[src/rtl/led_sink_pkg.sv]
// Shared constants and types for the LED sink (serial grayscale/dot-correction receiver).
package led_sink_pkg;

    localparam int unsigned CHANNELS      = 16;
    localparam int unsigned GS_BITS       = 12;
    localparam int unsigned DC_BITS       = 6;
    localparam int unsigned GS_FRAME_BITS = 192;
    localparam int unsigned DC_FRAME_BITS = 96;

    // Bit positions of the asynchronous inputs inside the synchronizer bank.
    localparam int SYNC_SCLK  = 0;
    localparam int SYNC_SIN   = 1;
    localparam int SYNC_MODE  = 2;
    localparam int SYNC_XLAT  = 3;
    localparam int SYNC_BLANK = 4;
    localparam int SYNC_GSCLK = 5;
    localparam int NUM_SYNC   = 6;

    typedef logic [GS_BITS-1:0] gs_word_t;
    typedef logic [DC_BITS-1:0] dc_word_t;

endpackage

[src/rtl/led_sink_sync.sv]
// Two-flop synchronizer with a registered rising-edge pulse; level and pulse are
// delayed equally so data inputs stay aligned with strobes.
module led_sink_sync (
    input  logic clock,
    input  logic reset_n,
    input  logic din,
    output logic level,
    output logic rise
);

    logic meta_q, sync_q, level_q, rise_q;

    always_ff @(posedge clock or negedge reset_n) begin
        if (!reset_n) begin
            meta_q  <= 1'b0;
            sync_q  <= 1'b0;
            level_q <= 1'b0;
            rise_q  <= 1'b0;
        end else begin
            meta_q  <= din;
            sync_q  <= meta_q;
            level_q <= sync_q;
            rise_q  <= sync_q & ~level_q;
        end
    end

    assign level = level_q;
    assign rise  = rise_q;

endmodule

[src/rtl/led_sink.sv]
// LED driver sink: serial frame capture, grayscale/dot-correction latches and PWM.
// Define LED_SINK_SOUT_EN to add the registered daisy-chain output led_sout.
module led_sink #(
    parameter int unsigned CHANNELS = led_sink_pkg::CHANNELS,
    parameter int unsigned GS_BITS  = led_sink_pkg::GS_BITS,
    parameter int unsigned DC_BITS  = led_sink_pkg::DC_BITS
) (
    input  logic                        clock,
    input  logic                        reset_n,
    input  logic                        led_sclk,
    input  logic                        led_sin,
    input  logic                        led_mode,
    input  logic                        led_xlat,
    input  logic                        led_blank,
    input  logic                        led_gsclk,
`ifdef LED_SINK_SOUT_EN
    output logic                        led_sout,
`endif
    output logic                        led_xerr,
    output logic [CHANNELS-1:0]         pwm_out,
    output logic [CHANNELS*DC_BITS-1:0] dc_value,
    output logic [GS_BITS-1:0]          gs_count
);

    localparam int unsigned GS_FRAME = CHANNELS * GS_BITS;
    localparam int unsigned DC_FRAME = CHANNELS * DC_BITS;
    localparam logic [7:0]  CNT_MAX      = 8'hFF;
    localparam logic [7:0]  GS_FRAME_CNT = 8'(GS_FRAME);
    localparam logic [7:0]  DC_FRAME_CNT = 8'(DC_FRAME);
    localparam logic [GS_BITS-1:0] GS_MAX = '1;

    logic [led_sink_pkg::NUM_SYNC-1:0] async_in, sync_level, sync_rise;

    assign async_in = {led_gsclk, led_blank, led_xlat, led_mode, led_sin, led_sclk};

    for (genvar g = 0; g < led_sink_pkg::NUM_SYNC; g++) begin : g_sync
        led_sink_sync u_sync (
            .clock   (clock),
            .reset_n (reset_n),
            .din     (async_in[g]),
            .level   (sync_level[g]),
            .rise    (sync_rise[g])
        );
    end

    logic sclk_rise, xlat_rise, gsclk_rise, sin_lvl, mode_lvl, blank_lvl;

    assign sclk_rise  = sync_rise[led_sink_pkg::SYNC_SCLK];
    assign xlat_rise  = sync_rise[led_sink_pkg::SYNC_XLAT];
    assign gsclk_rise = sync_rise[led_sink_pkg::SYNC_GSCLK];
    assign sin_lvl    = sync_level[led_sink_pkg::SYNC_SIN];
    assign mode_lvl   = sync_level[led_sink_pkg::SYNC_MODE];
    assign blank_lvl  = sync_level[led_sink_pkg::SYNC_BLANK];

    // Edge pulses of data-like inputs and levels of strobe-like inputs are never needed.
    logic unused_sync;
    assign unused_sync = ^{sync_rise[led_sink_pkg::SYNC_SIN], sync_rise[led_sink_pkg::SYNC_MODE],
                           sync_rise[led_sink_pkg::SYNC_BLANK], sync_level[led_sink_pkg::SYNC_SCLK],
                           sync_level[led_sink_pkg::SYNC_XLAT], sync_level[led_sink_pkg::SYNC_GSCLK]};

    logic [GS_FRAME-1:0] shift_q, shift_d;
    logic [GS_FRAME-1:0] gs_latch_q, gs_latch_d;
    logic [DC_FRAME-1:0] dc_q, dc_d;
    logic [7:0]          bit_cnt_q, bit_cnt_d;
    logic [GS_BITS-1:0]  gs_cnt_q, gs_cnt_d;
    logic [CHANNELS-1:0] pwm_q, pwm_d;
    logic                xerr_q, xerr_d;

    always_comb begin
        shift_d    = shift_q;
        gs_latch_d = gs_latch_q;
        dc_d       = dc_q;
        bit_cnt_d  = bit_cnt_q;
        xerr_d     = xerr_q;
        gs_cnt_d   = gs_cnt_q;
        pwm_d      = '0;

        if (sclk_rise) begin
            shift_d = {shift_q[GS_FRAME-2:0], sin_lvl};
            if (bit_cnt_q != CNT_MAX) begin
                bit_cnt_d = bit_cnt_q + 8'd1;
            end
        end

        // Latches read the pre-shift register, so a coincident sclk edge lands in the next frame.
        if (xlat_rise) begin
            if (mode_lvl) begin
                dc_d   = shift_q[DC_FRAME-1:0];
                xerr_d = (bit_cnt_q == DC_FRAME_CNT);
            end else begin
                gs_latch_d = shift_q;
                xerr_d     = (bit_cnt_q == GS_FRAME_CNT);
            end
            bit_cnt_d = {7'd0, sclk_rise};
        end

        if (blank_lvl) begin
            gs_cnt_d = '0;
        end else if (gsclk_rise && (gs_cnt_q != GS_MAX)) begin
            gs_cnt_d = gs_cnt_q + GS_BITS'(1);
        end

        for (int i = 0; i < int'(CHANNELS); i++) begin
            pwm_d[i] = !blank_lvl && (gs_cnt_q < gs_latch_q[i*GS_BITS +: GS_BITS]);
        end
    end

    always_ff @(posedge clock or negedge reset_n) begin
        if (!reset_n) begin
            shift_q    <= '0;
            gs_latch_q <= '0;
            dc_q       <= '0;
            bit_cnt_q  <= '0;
            xerr_q     <= 1'b1;
            gs_cnt_q   <= '0;
            pwm_q      <= '0;
        end else begin
            shift_q    <= shift_d;
            gs_latch_q <= gs_latch_d;
            dc_q       <= dc_d;
            bit_cnt_q  <= bit_cnt_d;
            xerr_q     <= xerr_d;
            gs_cnt_q   <= gs_cnt_d;
            pwm_q      <= pwm_d;
        end
    end

`ifdef LED_SINK_SOUT_EN
    logic sout_q;

    always_ff @(posedge clock or negedge reset_n) begin
        if (!reset_n) begin
            sout_q <= 1'b0;
        end else begin
            sout_q <= mode_lvl ? shift_q[DC_FRAME-1] : shift_q[GS_FRAME-1];
        end
    end

    assign led_sout = sout_q;
`endif

    assign led_xerr = xerr_q;
    assign pwm_out  = pwm_q;
    assign dc_value = dc_q;
    assign gs_count = gs_cnt_q;

endmodule

[config.mk]
export PLATFORM = sky130hd
export DESIGN_NAME = led_sink
export DESIGN_NICKNAME = d
export VERILOG_FILES = /design/src/rtl/led_sink_pkg.sv /design/src/rtl/led_sink_sync.sv /design/src/rtl/led_sink.sv
export SDC_FILE = /design/constraint.sdc
export NUM_CORES = 1
export LEC_CHECK = 0
export ABC_AREA = 1
export BUFFER_PORTS_ARGS = -buffer_cell sky130_fd_sc_hd__buf_2
export CORE_ASPECT_RATIO = 1.2
export CORE_MARGIN = 4
export CORE_UTILIZATION = 40
export CTS_BUF_LIST = sky130_fd_sc_hd__clkbuf_4 sky130_fd_sc_hd__clkbuf_8
export CTS_CLUSTER_DIAMETER = 40
export DETAILED_ROUTE_END_ITERATION = 12
export PLACE_DENSITY = 0.61
export SLEW_MARGIN = 20
export SYNTH_ARGS = -nofsm -noshare
export SYNTH_HDL_FRONTEND = slang
export SYNTH_SLANG_ARGS = --single-unit
[constraint.sdc]
create_clock -name clock -period 4.98 [get_ports clock]
set_input_delay 0.249 -clock clock [delete_from_list [all_inputs] [get_ports clock]]
set_output_delay 0.249 -clock clock [all_outputs]
set_load 0.01 [all_outputs]
# ---- Yosys cells after proc, flatten, opt, wreduce, memory -nomap -nowiden
# Index checks and enable logic that the tools add are counted.
dict set report totals {
  regBits 538
  in_bits 8
  output_inout_bits 125
  wordCells 87
}
dict set report op_classes {
  n_addsub 2
  magnitude_cmp 16
  eq_ne 4
  n_mux 6
  n_bitwise 7
  n_reduce_logical 24
}
# op n
set ops {}
lappend ops {{12-bit < comparator} 16}
lappend ops {{12-bit two-way mux} 2}
lappend ops {{8-bit two-way mux} 3}
lappend ops {{1-bit logical AND} 17}
lappend ops {{12-bit by 1-bit adder with 12-bit output, second input constant} 1}
lappend ops {{12-bit != test, second input constant} 1}
lappend ops {{8-bit by 1-bit adder with 8-bit output, second input constant} 1}
lappend ops {{8-bit by 7-bit equality test with 1-bit output, second input constant} 1}
lappend ops {{8-bit equality test, second input constant} 1}
lappend ops {{8-bit != test, second input constant} 1}
lappend ops {{2-bit AND reduction} 3}
lappend ops {{2-bit nonzero test} 3}
lappend ops {{1-bit inverter} 4}
lappend ops {{1-bit AND} 3}
lappend ops {{1-bit logical NOT} 1}
lappend ops {{1-bit two-way mux} 1}

# ---- Depth between registers and ports, before layout
dict set report depth {
  ltp_word 4
  depth_mapped 9
  depth_no_buf 9
}

# ---- Cells and area by module
# A second synthesis with hierarchy kept.
dict set report unflattened {
  cells_unflattened 2698
  area_unflattened_um2 25200.4
}
# mod n_inst cells_per_inst area_per_inst_um2 seq_area_each_um2
set by_module_without_submodules {}
lappend by_module_without_submodules {led_sink 1 2662 24539.8 12938.7}
lappend by_module_without_submodules {led_sink_sync 6 6 110.1 100.1}

# ---- Least setup slack after synthesis
# No wires, ideal clock.
dict set report synth_timing {
  path_type {reg-to-reg}
  start {register gs_cnt_q[1] (netlist: gs_count[1])}
  end {register gs_cnt_q[7] (netlist: gs_count[7])}
  setup_ns 0.067
  arrival_time_ns 1.724
  required_time_ns 4.913
  slack_ns 3.189
  path_stages_with_launch 10
  path_buffers 0
  synth_period_minus_slack_ns 1.791
  cell_sequence {dfrtp_1 > ha_1 > nand2_1 > nor2_1 > nand3_1 > nand2_1 > nand2_1 > clkinv_1 > nand2_1 > nand2_1}
}
dict set report synth_via {
  elab_chain_len 3
  word_cells_on_any_way 6
  cone_classes {add/sub: 1; eq/ne: 1; mux: 2; reduce/logical: 2}
}
# item line
set synth_rtl {}
lappend synth_rtl {{from (decl)} led_sink.sv:65} ;# logic [GS_BITS-1:0] gs_cnt_q, gs_cnt_d;
lappend synth_rtl {{from (signal assigned)} led_sink.sv:123} ;# gs_cnt_q <= gs_cnt_d;
lappend synth_rtl {{12-bit by 1-bit adder with 12-bit output or 12-bit != test (tied branches)} {led_sink.sv:100, led_sink.sv:99}}
lappend synth_rtl {{12-bit two-way mux or 1-bit logical AND (tied branches)} led_sink.sv:99} ;# end else if (gsclk_rise && (gs_cnt_q != GS_MAX)) begin
lappend synth_rtl {{12-bit two-way mux or 2-bit nonzero test (tied branches)} --}
# Several ways; a longest one is shown, not always the timed one. The select of a mux whose other input is x is not followed.
# A chain may end at the register's enable or synchronous reset.

# ---- Worst setup path after layout
dict set report layout_timing {
  start {register g_sync[4].u_sync.level_q}
  end {register gs_cnt_q[5] (netlist: gs_count[5])}
}
dict set report layout_via {
  elab_chain_len 1
  word_cells_on_any_way 2
  cone_classes {mux: 1; reduce/logical: 1}
}
# item line
set layout_rtl {}
lappend layout_rtl {{from (decl)} led_sink_sync.sv:11} ;# logic meta_q, sync_q, level_q, rise_q;
lappend layout_rtl {{from (signal assigned)} led_sink_sync.sv:22} ;# level_q <= sync_q;
lappend layout_rtl {{12-bit two-way mux or 2-bit nonzero test (tied branches)} --}
# Several ways; a longest one is shown, not always the timed one.

==> metrics.yaml <==
timing:
  clock_skew_ps: 53.4
  hold_violations: 0
  drv_slew: 0
  holdWs_ps: 208
  slew_headroom_pct: 27.3
  worst_pin_slew_ps: 1090
  final-setup-viol-count: 0
  rsz0062_at_grt: "false"
  setup_slack_ps: 2500
  tns_ps: 0
  min_period_over_period_pct: 49.8
  period_minus_slack_ps: 2480
  fmax_ghz: 0.404
layout:
  multi_input_area_mm2: 0.00883
  fin_nets: 3016
  final_area_mm2: 0.0278
  final_util_pct: 45.8
  stdcell_count: 3713
  n_fill_cell: 5886
  seq_area_mm2: 0.0135
  drive_gt1_share_pct: 13.0
  area.growth.synth_to_final_pct: 13.5
placed_design:
  dpl.cell_count: 3535
  dpl_cell_area_mm2: 0.0257
  finalWeightedCongestion: 0.777
  portBuffers: 132
  pre_cts_ws_ps: 2490
  hpwl_um: 34100
synthesis:
  synth_seq_area_share_pct: 55.0
  syn_avg_cell_area_um2: 9.10
  ys_async_sr_fraction_pct: 100
  netlist_area_mm2: 0.0245
  yosysWarnings: 0
  ys_dominant_reg_cell: "dfrtp_1"
  ys_ff_latch: 538
  netlist_instances: 2690
  ys_types: 27
  syn_nets: 2877
  synth_edf_count: 0
floorplanning:
  die_w_um: 234
  pin_count: 133
  start_util_pct: 40.4
  die_y_um: 279
  std_cell_rows: 99
  core_area_mm2: 0.0607
  die_area_mm2: 0.0653
clocking:
  cts_setup_buffers: 0
  cts-root-buf: "clkbuf_8"
  cts_made_buffers: 93
  cts_resized: 0
  clock_latency_ps: 680
  cts_tree: "built"
  cts_max_level: 3
  cts_buffer_depth: 3
  clk_pin_slew_ps: 60
  clock_sinks: 538
  hold_buffers: 7
worst_setup_path:
  rr_endpoint: "gs_count[5]$_DFFE_PN0P_"
  cp.buffers_inverters: 2
  crit_path_max_fanout: 20
  crit_cells: 5
  reg2regPathDepth: 5
  critPathMaxStageDelay_ps: 1060
  critPathCaptureType: "flop"
  critPathKind: "flop to flop"
  cpMostUsedCell: "nand2_1"
  cp_top_family: "flip-flops"
  cp-start-kind: "flop"
  r2r_start: "g_sync[4].u_sync.level$_DFF_PN0_"
  worst-endpoint-required_ps: 5540
  critical_path.cell_chain: "clkinv_1 > nand2_1 > clkinv_1 > nand2_1 > nand2_1"
  worst-endpoint-arrival_ps: 3040
  slowest_stage: "dfrtp_1"
  r2r_setup_slack_ps: 2500
drt:
  drt_wl_total_um: 54700
  drtIter0Drc: 1116
  vias: 17900
  drc: 0
  firstDrtPassIters: 6
  wire_per_inst_um: 14.7
  via_per_inst: 4.82
  final_antenna_net_count: 0
worst_hold_path:
  holdPathStages: 2
  min_to: "g_sync[5].u_sync.meta_q$_DFF_PN0_"
  min-delay-start: "led_gsclk"
  hold_class: "input port to flop"
global_route:
  grt_pass1_vias: 18100
  grt_pass1_wl_um: 91400
  grtUsageTotal_pct: 17.2
  grt_max_degree: 234
  antenna_found_initial: 2
  grt_overflow_total: 0
power_and_ir_drop:
  p_leak_nw: 13.1
  p_per_area_mw_per_mm2: 336
  p_total_mw: 9.35
  irDropWorstVdd_uv: 163
status:
  status: "completed"
run:
  maxCapViolCount: 0
==> cell type report <==
cell class | instances | area share (%)
clock buffers | 140 | 6.39
flip-flops and latches | 538 | 48.5
inverters | 396 | 5.35
multi-input cells | 1646 | 31.8
repair buffers | 154 | 3.29
clock inverters | 30 | 1.08
well taps | 808 | 3.64
diodes | 1 | 0.00900
==> how the worst max path moves through the flow <==
| stage | from | end | slack [ps] |
|---|---|---|---|
| finish | g_sync[4].u_sync.level$_DFF_PN0_ | gs_count[5]$_DFFE_PN0P_ | 2500 |
| global route | g_sync[4].u_sync.level$_DFF_PN0_ | gs_count[7]$_DFFE_PN0P_ | 2340 |
| CTS | g_sync[4].u_sync.level$_DFF_PN0_ | gs_count[5]$_DFFE_PN0P_ | 2480 |
| detailed placement | g_sync[4].u_sync.level$_DFF_PN0_ | gs_count[5]$_DFFE_PN0P_ | 2490 |
| global placement | g_sync[4].u_sync.level$_DFF_PN0_ | gs_count[11]$_DFFE_PN0P_ | 2590 |
| floorplan | gs_count[1]$_DFFE_PN0P_ | gs_count[7]$_DFFE_PN0P_ | 3190 |
==> Yosys cell counts, types with 2 or more instances <==
| cell | number | area (µm²) |
|---|---|---|
| ha_1 | 179 | 2240 |
| nand3_1 | 18 | 90.1 |
| nor2_1 | 84 | 315 |
| o21ai_0 | 351 | 1760 |
| buf_6 | 37 | 417 |
| o21ai_1 | 130 | 651 |
| clkbuf_1 | 50 | 188 |
| xor2_1 | 3 | 26.3 |
| dfrtp_1 | 537 | 13400 |
| clkinv_1 | 3 | 11.3 |
| inv_1 | 392 | 1470 |
| nor3_1 | 2 | 10.0 |
| o21ai_2 | 43 | 377 |
| buf_2 | 22 | 110 |
| nand2_1 | 705 | 2650 |
| a21oi_1 | 96 | 480 |
| nand4_1 | 12 | 75.1 |
| nor4_1 | 17 | 106 |
==> cells by family (layout without fill, tap and decap cells) <==
group	after synthesis	after routing	synth area share (%)
buffers and inverters	506	720	9.00
AO/OA/AOI/OAI	623	623	13.4
flip-flops	538	538	55.0
AND/OR/NAND/NOR	841	841	13.3
other	0	1	0
adder cells (fa/ha/maj)	179	179	9.14
XOR/XNOR	3	3	0.107
==> state kept, by name, summed over array words and instances (netlist names) <==
name and cells:
bit_cnt_q 8, dc_value 96, g_sync.u_sync.level 6, g_sync.u_sync.meta_q 6, g_sync.u_sync.rise 3, g_sync.u_sync.sync_q 6, gs_count 12, gs_latch_q 192
led_xerr 1, pwm_out 16, shift_q 192
==> power breakdown <==
part | internal (mW) | switching, mW | total (mW)
sequential | 4.46 | 0.0674 | 4.53
clock | 2.51 | 1.86 | 4.38
combinational | 0.112 | 0.325 | 0.437
total | 7.09 | 2.25 | 9.35
==> layout by cell type, fill, tap and decap left out, types with 12 or more instances in the layout <==
cell	netlist	final
clkinv_2	0	14
nand2_1	705	704
nand4_1	12	12
a21oi_1	96	96
ha_1	179	179
o21ai_0	351	351
nor2_1	84	84
dfrtp_1	537	525
nor4_1	17	17
nand3_1	18	18
clkbuf_4	0	24
o21ai_1	130	130
o21ai_2	43	43
clkbuf_8	0	116
inv_1	392	392
buf_2	22	131
==> layer usage <==
metal / vias to the layer above / global-route usage (%) / part of all wire (%)
met5: - / 0 / 0
met2: 350 / 28.2 / 47
met4: 0 / 7.04 / 3.2
met3: 115 / 3.03 / 4.4
met1: 8565 / 22.6 / 46
li1: 8879 / - / -
No activity file was read; power rests on OpenSTA's default activity.
